==> src/rtl/gf2_31_prng_pkg.sv <==
// rtl/gf2_31_prng_pkg.sv - shared widths and FSM encoding for the GF(2) PRNG controller
// WARMUP state exists only when GF2_PRNG_WARMUP_EN is defined.
package gf2_31_prng_pkg;

    localparam int GF_W = 31;
    localparam int GF_N = 5;

`ifdef GF2_PRNG_WARMUP_EN
    typedef enum logic [1:0] {
        ST_IDLE   = 2'd0,
        ST_SEED   = 2'd1,
        ST_RUN    = 2'd2,
        ST_WARMUP = 2'd3
    } state_e;
`else
    typedef enum logic [1:0] {
        ST_IDLE = 2'd0,
        ST_SEED = 2'd1,
        ST_RUN  = 2'd2
    } state_e;
`endif

endpackage

==> src/rtl/gf2_31_prng_ctrl_if.sv <==
// rtl/gf2_31_prng_ctrl_if.sv - seed and output stream handshakes of the PRNG controller
interface gf2_31_prng_ctrl_if
    import gf2_31_prng_pkg::*;
#(
    parameter int W = GF_W
);
    logic         seed_valid;
    logic [W-1:0] seed_data;
    logic         seed_ready;
    logic         out_valid;
    logic         out_ready;
    logic [W-1:0] out_data;

    modport master (
        output seed_valid, seed_data, out_ready,
        input  seed_ready, out_valid, out_data
    );

    modport slave (
        input  seed_valid, seed_data, out_ready,
        output seed_ready, out_valid, out_data
    );
endinterface

==> src/rtl/xor_tree_5_31.sv <==
// rtl/xor_tree_5_31.sv - XOR reduction of N pre-masked history words into one step word
module xor_tree_5_31
    import gf2_31_prng_pkg::*;
#(
    parameter int W = GF_W,
    parameter int N = GF_N
) (
    input  logic [N*W-1:0] words_i,
    output logic [W-1:0]   word_o
);

    always_comb begin
        word_o = '0;
        for (int i = 0; i < N; i++) begin
            word_o = word_o ^ words_i[i*W +: W];
        end
    end

endmodule

==> src/rtl/gf2_31_prng_ctrl.sv <==
// rtl/gf2_31_prng_ctrl.sv - seeded GF(2) history-XOR PRNG with seed/output handshakes
// Optional warm-up phase compiled in with GF2_PRNG_WARMUP_EN.
module gf2_31_prng_ctrl
    import gf2_31_prng_pkg::*;
#(
    parameter int W = GF_W,
    parameter int N = GF_N
`ifdef GF2_PRNG_WARMUP_EN
    ,
    parameter int WARMUP_STEPS = 8
`endif
) (
    input  logic                 clk,
    input  logic                 rst_n,
    input  logic                 clear,
    input  logic [N-1:0]         tap_mask,
    gf2_31_prng_ctrl_if.slave    bus,
    output logic                 busy,
    output logic                 zero_seed
);

    localparam int CW = $clog2(N + 1);
    localparam logic [N-1:0] OLDEST = {1'b1, {(N-1){1'b0}}};

    state_e         state_q, state_d;
    logic [W-1:0]   hist_q [N];
    logic [W-1:0]   hist_d [N];
    logic [N-1:0]   m_q, m_d;
    logic [CW-1:0]  cnt_q, cnt_d;
    logic           out_valid_q, out_valid_d;
    logic           seed_ready_q, seed_ready_d;
    logic           busy_q, busy_d;
    logic           zero_q, zero_d;
`ifdef GF2_PRNG_WARMUP_EN
    logic [7:0]     warm_q, warm_d;
`endif

    logic [N*W-1:0] masked;
    logic [W-1:0]   step_word;
    logic [W-1:0]   shift_word;
    logic           shift_en;
    logic           seed_fire;
    logic           seed_or;

    always_comb begin
        masked = '0;
        for (int i = 0; i < N; i++) begin
            if (m_q[i]) masked[i*W +: W] = hist_q[i];
        end
    end

    xor_tree_5_31 #(.W(W), .N(N)) u_xor_tree (
        .words_i (masked),
        .word_o  (step_word)
    );

    // On the last seed accept the N seeds are the incoming word plus hist[0..N-2].
    always_comb begin
        seed_or = |bus.seed_data;
        for (int i = 0; i < N - 1; i++) begin
            seed_or = seed_or | (|hist_q[i]);
        end
    end

    assign seed_fire = bus.seed_valid && seed_ready_q;

    always_comb begin
        state_d    = state_q;
        m_d        = m_q;
        cnt_d      = cnt_q;
        zero_d     = zero_q;
        shift_en   = 1'b0;
        shift_word = step_word;
`ifdef GF2_PRNG_WARMUP_EN
        warm_d     = warm_q;
`endif
        if (clear) begin
            state_d = ST_IDLE;
            cnt_d   = '0;
`ifdef GF2_PRNG_WARMUP_EN
            warm_d  = '0;
`endif
        end else begin
            case (state_q)
                ST_IDLE, ST_SEED: begin
                    if (seed_fire) begin
                        shift_en   = 1'b1;
                        shift_word = bus.seed_data;
                        if (state_q == ST_IDLE) begin
                            m_d    = tap_mask | OLDEST;
                            zero_d = 1'b0;
                        end
                        if (int'(cnt_q) == N - 1) begin
                            cnt_d = '0;
                            if (!seed_or) begin
                                zero_d  = 1'b1;
                                state_d = ST_IDLE;
                            end else begin
`ifdef GF2_PRNG_WARMUP_EN
                                state_d = (WARMUP_STEPS > 0) ? ST_WARMUP : ST_RUN;
`else
                                state_d = ST_RUN;
`endif
                            end
                        end else begin
                            cnt_d   = cnt_q + 1'b1;
                            state_d = ST_SEED;
                        end
                    end
                end
`ifdef GF2_PRNG_WARMUP_EN
                ST_WARMUP: begin
                    shift_en = 1'b1;
                    if (int'(warm_q) == WARMUP_STEPS - 1) begin
                        warm_d  = '0;
                        state_d = ST_RUN;
                    end else begin
                        warm_d = warm_q + 8'd1;
                    end
                end
`endif
                ST_RUN: begin
                    if (out_valid_q && bus.out_ready) shift_en = 1'b1;
                end
                default: state_d = ST_IDLE;
            endcase
        end
    end

    always_comb begin
        hist_d = hist_q;
        if (shift_en) begin
            hist_d[0] = shift_word;
            for (int i = 1; i < N; i++) begin
                hist_d[i] = hist_q[i-1];
            end
        end
    end

    // Handshake/status outputs are registered copies of the next state.
    always_comb begin
        out_valid_d  = (state_d == ST_RUN);
        seed_ready_d = (state_d == ST_IDLE) || (state_d == ST_SEED);
`ifdef GF2_PRNG_WARMUP_EN
        busy_d       = (state_d == ST_SEED) || (state_d == ST_WARMUP);
`else
        busy_d       = (state_d == ST_SEED);
`endif
    end

    always_ff @(posedge clk or negedge rst_n) begin
        if (!rst_n) begin
            state_q      <= ST_IDLE;
            m_q          <= '0;
            cnt_q        <= '0;
            out_valid_q  <= 1'b0;
            seed_ready_q <= 1'b0;
            busy_q       <= 1'b0;
            zero_q       <= 1'b0;
            for (int i = 0; i < N; i++) begin
                hist_q[i] <= '0;
            end
`ifdef GF2_PRNG_WARMUP_EN
            warm_q       <= '0;
`endif
        end else begin
            state_q      <= state_d;
            m_q          <= m_d;
            cnt_q        <= cnt_d;
            out_valid_q  <= out_valid_d;
            seed_ready_q <= seed_ready_d;
            busy_q       <= busy_d;
            zero_q       <= zero_d;
            for (int i = 0; i < N; i++) begin
                hist_q[i] <= hist_d[i];
            end
`ifdef GF2_PRNG_WARMUP_EN
            warm_q       <= warm_d;
`endif
        end
    end

    assign bus.out_valid  = out_valid_q;
    assign bus.out_data   = hist_q[0];
    assign bus.seed_ready = seed_ready_q;
    assign busy           = busy_q;
    assign zero_seed      = zero_q;

endmodule

==> src/flat_wrapper.sv <==
// flat-port wrapper written by rule: the top's interface ports become plain ports
module gf2_31_prng_ctrl_flat import gf2_31_prng_pkg::*;
#(
    parameter int W = GF_W,
    parameter int N = GF_N

)
  (clk, rst_n, clear, tap_mask, busy, zero_seed, bus_seed_valid, bus_seed_data, bus_out_ready, bus_seed_ready, bus_out_valid, bus_out_data);
  gf2_31_prng_ctrl_if #(.W(W)) bus_i ();
  input  logic clk;
  input  logic rst_n;
  input  logic clear;
  input  logic [N-1:0] tap_mask;
  output logic busy;
  output logic zero_seed;
  input wire logic [$bits(bus_i.seed_valid)-1:0] bus_seed_valid;
  input wire logic [$bits(bus_i.seed_data)-1:0] bus_seed_data;
  input wire logic [$bits(bus_i.out_ready)-1:0] bus_out_ready;
  output wire logic [$bits(bus_i.seed_ready)-1:0] bus_seed_ready;
  output wire logic [$bits(bus_i.out_valid)-1:0] bus_out_valid;
  output wire logic [$bits(bus_i.out_data)-1:0] bus_out_data;
  assign bus_i.seed_valid = bus_seed_valid;
  assign bus_i.seed_data = bus_seed_data;
  assign bus_i.out_ready = bus_out_ready;
  assign bus_seed_ready = bus_i.seed_ready;
  assign bus_out_valid = bus_i.out_valid;
  assign bus_out_data = bus_i.out_data;
  gf2_31_prng_ctrl #(.W(W), .N(N)) u_core (.clk(clk), .rst_n(rst_n), .clear(clear), .tap_mask(tap_mask), .bus(bus_i), .busy(busy), .zero_seed(zero_seed));
endmodule
==> config.mk <==
export PLATFORM = sky130hd
export DESIGN_NAME = gf2_31_prng_ctrl_flat
export DESIGN_NICKNAME = d
export VERILOG_FILES = /design/src/rtl/gf2_31_prng_pkg.sv /design/src/rtl/gf2_31_prng_ctrl_if.sv /design/src/rtl/xor_tree_5_31.sv /design/src/rtl/gf2_31_prng_ctrl.sv /design/src/flat_wrapper.sv
export SDC_FILE = /design/constraint.sdc
export NUM_CORES = 1
export LEC_CHECK = 0
export CAP_MARGIN = 40
export CORE_MARGIN = 3
export CORE_UTILIZATION = 50
export DETAILED_ROUTE_END_ITERATION = 10
export PLACE_DENSITY = 0.79
export RECOVER_POWER = 50
export SLEW_MARGIN = 30
export SYNTH_ARGS = -nofsm -noshare
export SYNTH_HDL_FRONTEND = slang
export SYNTH_SLANG_ARGS = --single-unit
export TNS_END_PERCENT = 10
==> constraint.sdc <==
create_clock -name clk -period 2.44 [get_ports clk]
set_input_delay 0.488 -clock clk [delete_from_list [all_inputs] [get_ports clk]]
set_output_delay 0.488 -clock clk [all_outputs]
set_load 0.05 [all_outputs]
== Word-level counts from Yosys, hierarchy flattened ==
Cells that the tools add are included.
Widths: inputs -> output; s select.

* Equal/unequal tests: 5
* Bitwise logic cells: 9
* Add/sub/neg operators: 1
* Multiplexer cells: 24
* Reduce and logical (&&, ||, !) cells: 16

{| class="wikitable"
|+ Operators with widths
! operator !! count
|-
| $mux 31 || 8
|-
| $reduce_or 31->1 || 5
|-
| $xor 31x31->31 || 4
|-
| $mux 3 || 4
|-
| $mux 2 || 4
|-
| $mux 1 || 6
|-
| $eq 2x1->1 const B || 2
|-
| $eq 2x2->1 const B || 2
|-
| $logic_not 2->1 || 2
|-
| $or 1x1->1 || 4
|-
| $pmux 2 s2 || 1
|-
| $reduce_and 4->1 || 1
|-
| $reduce_bool 2->1 || 2
|-
| $add 3x1->3 const B || 1
|-
| $eq 3x3->1 const B || 1
|-
| $reduce_and 3->1 || 1
|-
| $logic_and 1x1->1 || 2
|-
| $pmux 1 s2 || 1
|-
| $reduce_and 2->1 || 1
|-
| $reduce_or 2->1 || 1
|-
| $logic_or 1x1->1 || 1
|-
| $not 1->1 || 1
|}

* Register bits: 169
* Word-level logic and storage cells: 67
* Output and inout bits: 35

== Depth between registers and ports, before layout ==
Gate-level depths: netlist of run 1.

* Word-level depth: 12
* Mapped depth: 9
* Gate-level depth less buffers: 6

== By module ==
A second synthesis of run 1 with hierarchy kept.

* Cells, all modules: 834
* Area, all modules: 9420.3 um^2

{| class="wikitable"
|+ By module, submodules not included
! module !! area each (um^2) !! cells an instance !! times used
|-
| gf2_31_prng_ctrl || 8179.1 || 741 || 1
|-
| xor_tree_5_31 || 1241.2 || 93 || 1
|}

== Least setup slack after synthesis of run 1 ==
No wires, ideal clock.

* Path kind: register to register
* Start: reg u_core.seed_ready_q (netlist: u_core.bus.seed_ready)
* End: reg u_core.hist_q[100] in the netlist's numbering
* Clock period less this slack: 2109 ps
* Buffers on the path: 4
* Setup slack: 331 ps
* Stages on the path, launching flop included: 9
* Data required time: 2315 ps
* Data arrival time: 1984 ps
* Library setup time: 125 ps
* Cells stage by stage: dfrtp_1 > nand2_1 > or2_1 > buf_6 > a21o_1 > buf_6 > buf_6 > buf_6 > mux2_4

* Longest elaborated chain between the ends: 4

{| class="wikitable"
|+ Ends and longest elaborated chain
! what !! line !! RTL
|-
| start, declared || gf2_31_prng_ctrl.sv:31 || <nowiki>logic seed_ready_q, seed_ready_d;</nowiki>
|-
| start signal, assigned || gf2_31_prng_ctrl.sv:171 || <nowiki>seed_ready_q <= seed_ready_d;</nowiki>
|-
| $logic_and 1x1->1 || gf2_31_prng_ctrl.sv:65 || <nowiki>assign seed_fire = bus.seed_valid && seed_ready_q;</nowiki>
|-
| $mux 1 || gf2_31_prng_ctrl.sv:86 || <nowiki>if (seed_fire) begin</nowiki>
|-
| $pmux 1 s2 || gf2_31_prng_ctrl.sv:84 || <nowiki>case (state_q)</nowiki>
|-
| $mux 1 || gf2_31_prng_ctrl.sv:77 || <nowiki>if (clear) begin</nowiki>
|-
| end signal, assigned by index || gf2_31_prng_ctrl.sv:175 || <nowiki>hist_q[i] <= hist_d[i];</nowiki>
|-
| end, declared || gf2_31_prng_ctrl.sv:26 || <nowiki>logic [W-1:0] hist_q [N];</nowiki>
|}

Every way passes these cells.
A chain may end at the register's enable or synchronous reset.

== Worst setup path in the final report of run 1 ==
* Start: reg u_core.hist_q (netlist bit u_core.bus.out_data[29])
* End: out bus_out_data[29]

{| class="wikitable"
|+ RTL lines
! what !! line !! RTL
|-
| end, declared || flat_wrapper.sv:21 || <nowiki>output wire logic [$bits(bus_i.out_data)-1:0] bus_out_data;</nowiki>
|}

No word-level cell between the ends.

==> results of run 1 <==
area by class of cell:
type | instances | area (um2) | share of cell area, %
Tap cell | 229 | 286.5 | 2.691
Multi-Input combinational cell | 554 | 4514 | 42.40
Timing Repair Buffer | 104 | 1031 | 9.684
Clock buffer | 25 | 515.5 | 4.842
Inverter | 2 | 7.507 | 0.07051
Clock inverter | 6 | 62.56 | 0.5876
Sequential cell | 169 | 4229 | 39.72
routing by layer:
| metal | part of all wire, % | wire [um] |
|---|---|---|
| met1 | 44 | 9920 |
| met2 | 48 | 10820 |
| met3 | 5.5 | 1225 |
| met4 | 2.0 | 451 |
| met5 | 0 | 0 |
power by group:
group / internal, mW / switching, mW / total, mW
Clock: 1.56 / 1.09 / 2.65
Combinational: 3.70 / 3.23 / 6.93
Sequential: 4.11 / 1.65 / 5.76
Total: 9.37 / 5.97 / 15.3
Yosys cell counts:
library cell    n  share of area [%]
a21o_1          1              0.081
a21oi_1         4               0.22
a22oi_1        19                1.5
a41o_1          2               0.22
a41oi_1         1              0.095
buf_2          11               0.60
buf_4          31                2.5
buf_6          12                1.5
clkbuf_1       20               0.81
dfrtp_1       169                 46
ha_1            2               0.27
inv_1           2              0.081
mux2_2         50                6.1
mux2_4         78                 13
mux2i_1        13                1.4
nand2_1       171                7.0
nand3_1         1              0.054
nand4_1         9               0.61
nand4b_1        1              0.095
nor2_1          7               0.28
nor3_1          4               0.22
nor3b_1         2               0.16
nor4_1         39                2.6
o21ai_0        14               0.76
o31ai_1        20                1.6
or2_1           1              0.068
or2_2           1              0.068
or3_1           1              0.068
or3b_2          1              0.095
xnor2_1       100                9.5
xnor3_1        12                2.9
kinds of logic after synthesis:
logic type | after synthesis
buf+inv | 76
mux | 141
compound gates | 61
simple gates | 238
xor+xnor | 112
flops | 169
fa+ha+maj | 2
flip-flops by register name, summed over array words and instances, names as in the netlist:
register and count:
u_core.bus.seed_ready 1, u_core.cnt_q 3, u_core.m_q 5, u_core.bus.out_data 31, u_core.hist_q 124, u_core.state_q 2
u_core.bus.out_valid 1, u_core.zero_seed 1, u_core.busy 1
worst max-delay path by stage:
stage | slack [ns] | end | from
after global routing | 0.11 | bus_out_data[11] | u_core.bus.out_data[11]
after floorplan | 0.33 | u_core.hist_q[100] | u_core.bus.seed_ready
after detailed placement | -0.02 | u_core.state_q[1] | bus_seed_data[0]
after CTS | 0.14 | bus_out_data[2] | u_core.bus.out_data[2]
after global placement | -0.006 | u_core.bus.out_valid | bus_seed_data[1]
final | 0.15 | bus_out_data[29] | u_core.bus.out_data[29]
per-stage QoR:
step	cells	setup slack, ns	hold slack [ns]	instance area, um2
final	1089	0.1522	0.4158	10650
after detailed placement	1058	-0.01509	0.4932	10120
after floorplan	799	0.3312	0.1924	9234
after global placement	1058	-0.005773	0.4871	10120
after global routing	1089	0.1106	0.5146	10650
after CTS	1089	0.1386	0.04557	10700
==> run metrics, run 1 <==
Max-Cap Viols=1; max-slew violations=58; Mapped Area=about 0.009 mm2; failing checks=max-capacitance violations, max-slew violations; setup tns final=0 ns; Leakage Power=4.792 nW; I/O pin count=76; Post-CTS Setup Repair Bufs=0; Via density=slightly below 6; RSZ-0062 raised after global routing=no; clock sink count=169; DR WL/cell=20.59 um; Filler cells=about 1400; Final Net Count=891; FF-to-FF path depth=5; total grt overflow=0; HP Class=in2async; Reg2Reg Capture Point=u_core.state_q[1]; Worst path max stage delay=0.86 ns; met2 usage=36.12%; routability cong.=0.8521; Yosys reg bits=about 170; part of the cycle the worst path needs=93.76%; Routed WL=22.42 mm; Max Fclk=0.4371 GHz; initial antenna violation count=0; Post-Synth Adder-Cell Area=0.2710%; sequential cell area fraction in the yosys report=45.80%; critical path capture point type=primary output; initial DRC count=578; initial core utilization=51.23%; Tmin final=2.288 ns; VDD IR max=between 0.8 and 0.9 mV; post-synthesis compound-gate area fraction=between 4 and 5%; GRT Total Usage=23.00%; IO Port Bufs=74; setup violators final=0; CP max stage cell=clkdlybuf4s50_1; FF-to-FF setup slack=0.25 ns; area of the die=~0.020 mm2; largest net degree at the start of global routing=86; first-pass GRT wire length=35.76 mm; hpwl dp=14.91 mm; Max FO, Critical Path=5; Worst Path Arrival=1.80 ns; clock root buffer=clkbuf_16; Slew @ Worst Pin=1.519 ns; XOR/XNOR Fraction of Synth Area=12.41%; TritonRoute pass-1 iters=5; GR Layer Usage met1=32.11%; H-tree depth=4; Mapped Cells=roughly 800; clk_skew=0.007843 ns; total power=around 15 mW; Worst-path clk slew=0.07 ns; CP required=1.95 ns; FF-to-FF Start=u_core.bus.out_data[10]; Die Ht=141.9 um; largest family of logic cells by synthesized area=multiplexers; gr busiest metal=met2; most frequent cells in the layout=nand2_1 (171), dfrtp_1 (169), xnor2_1 (100); clk_lat worst skew=0.43 ns; crit start category=flop; Net Count, Synth=842; antenna viol nets, final=0; M3 GR Usage=4.516%; vias in the first global route=6337; layout cells sized above 1=21.98%; Ant. Diodes=0; Buffers & Inverters on Critical Path=1; Crit Path Class=reg2out; core footprint=0.01802 mm2; synthesized area per cell=roughly 12 um2; PD cells=1440 mW/mm2; status=complete, but fails checks; total CTS buffers=17; YS warnings=0; Yosys cell types=31; number of gates resized after cts=0; hold_buf cts=0; slew margin rel.=-1.258%; WP depth=1; vias=6350; Layout Utilization=between 50% and 60%; DRC=0; mux contribution to synthesized area=roughly 20%; Fin. Hold Viols=0; cells along the critical path=clkdlybuf4s50_1; Clock Path Buffers=2; DIE WIDTH=around 140 um; CTS tree=done; row count=~50; Syn-to-layout area delta=15.30%; CP top delay family=buffers and inverters; commonest non-fill, non-tap cell in the layout=nand2_1; Simple-Gate Fraction of Synth Area=11.31%
Note: power is estimated with default switching activity, not from simulation.
==> inputs of run 2 (changes only) <==
--- a/config.mk
+++ b/config.mk
@@ -11,7 +11,7 @@
 export DETAILED_ROUTE_END_ITERATION = 10
 export PLACE_DENSITY = 0.79
 export RECOVER_POWER = 50
-export SLEW_MARGIN = 30
+export SLEW_MARGIN = 20
 export SYNTH_ARGS = -nofsm -noshare
 export SYNTH_HDL_FRONTEND = slang
 export SYNTH_SLANG_ARGS = --single-unit
==> results of run 2 <==
No change in the layout: final DEF, timing and power equal those of run 1.
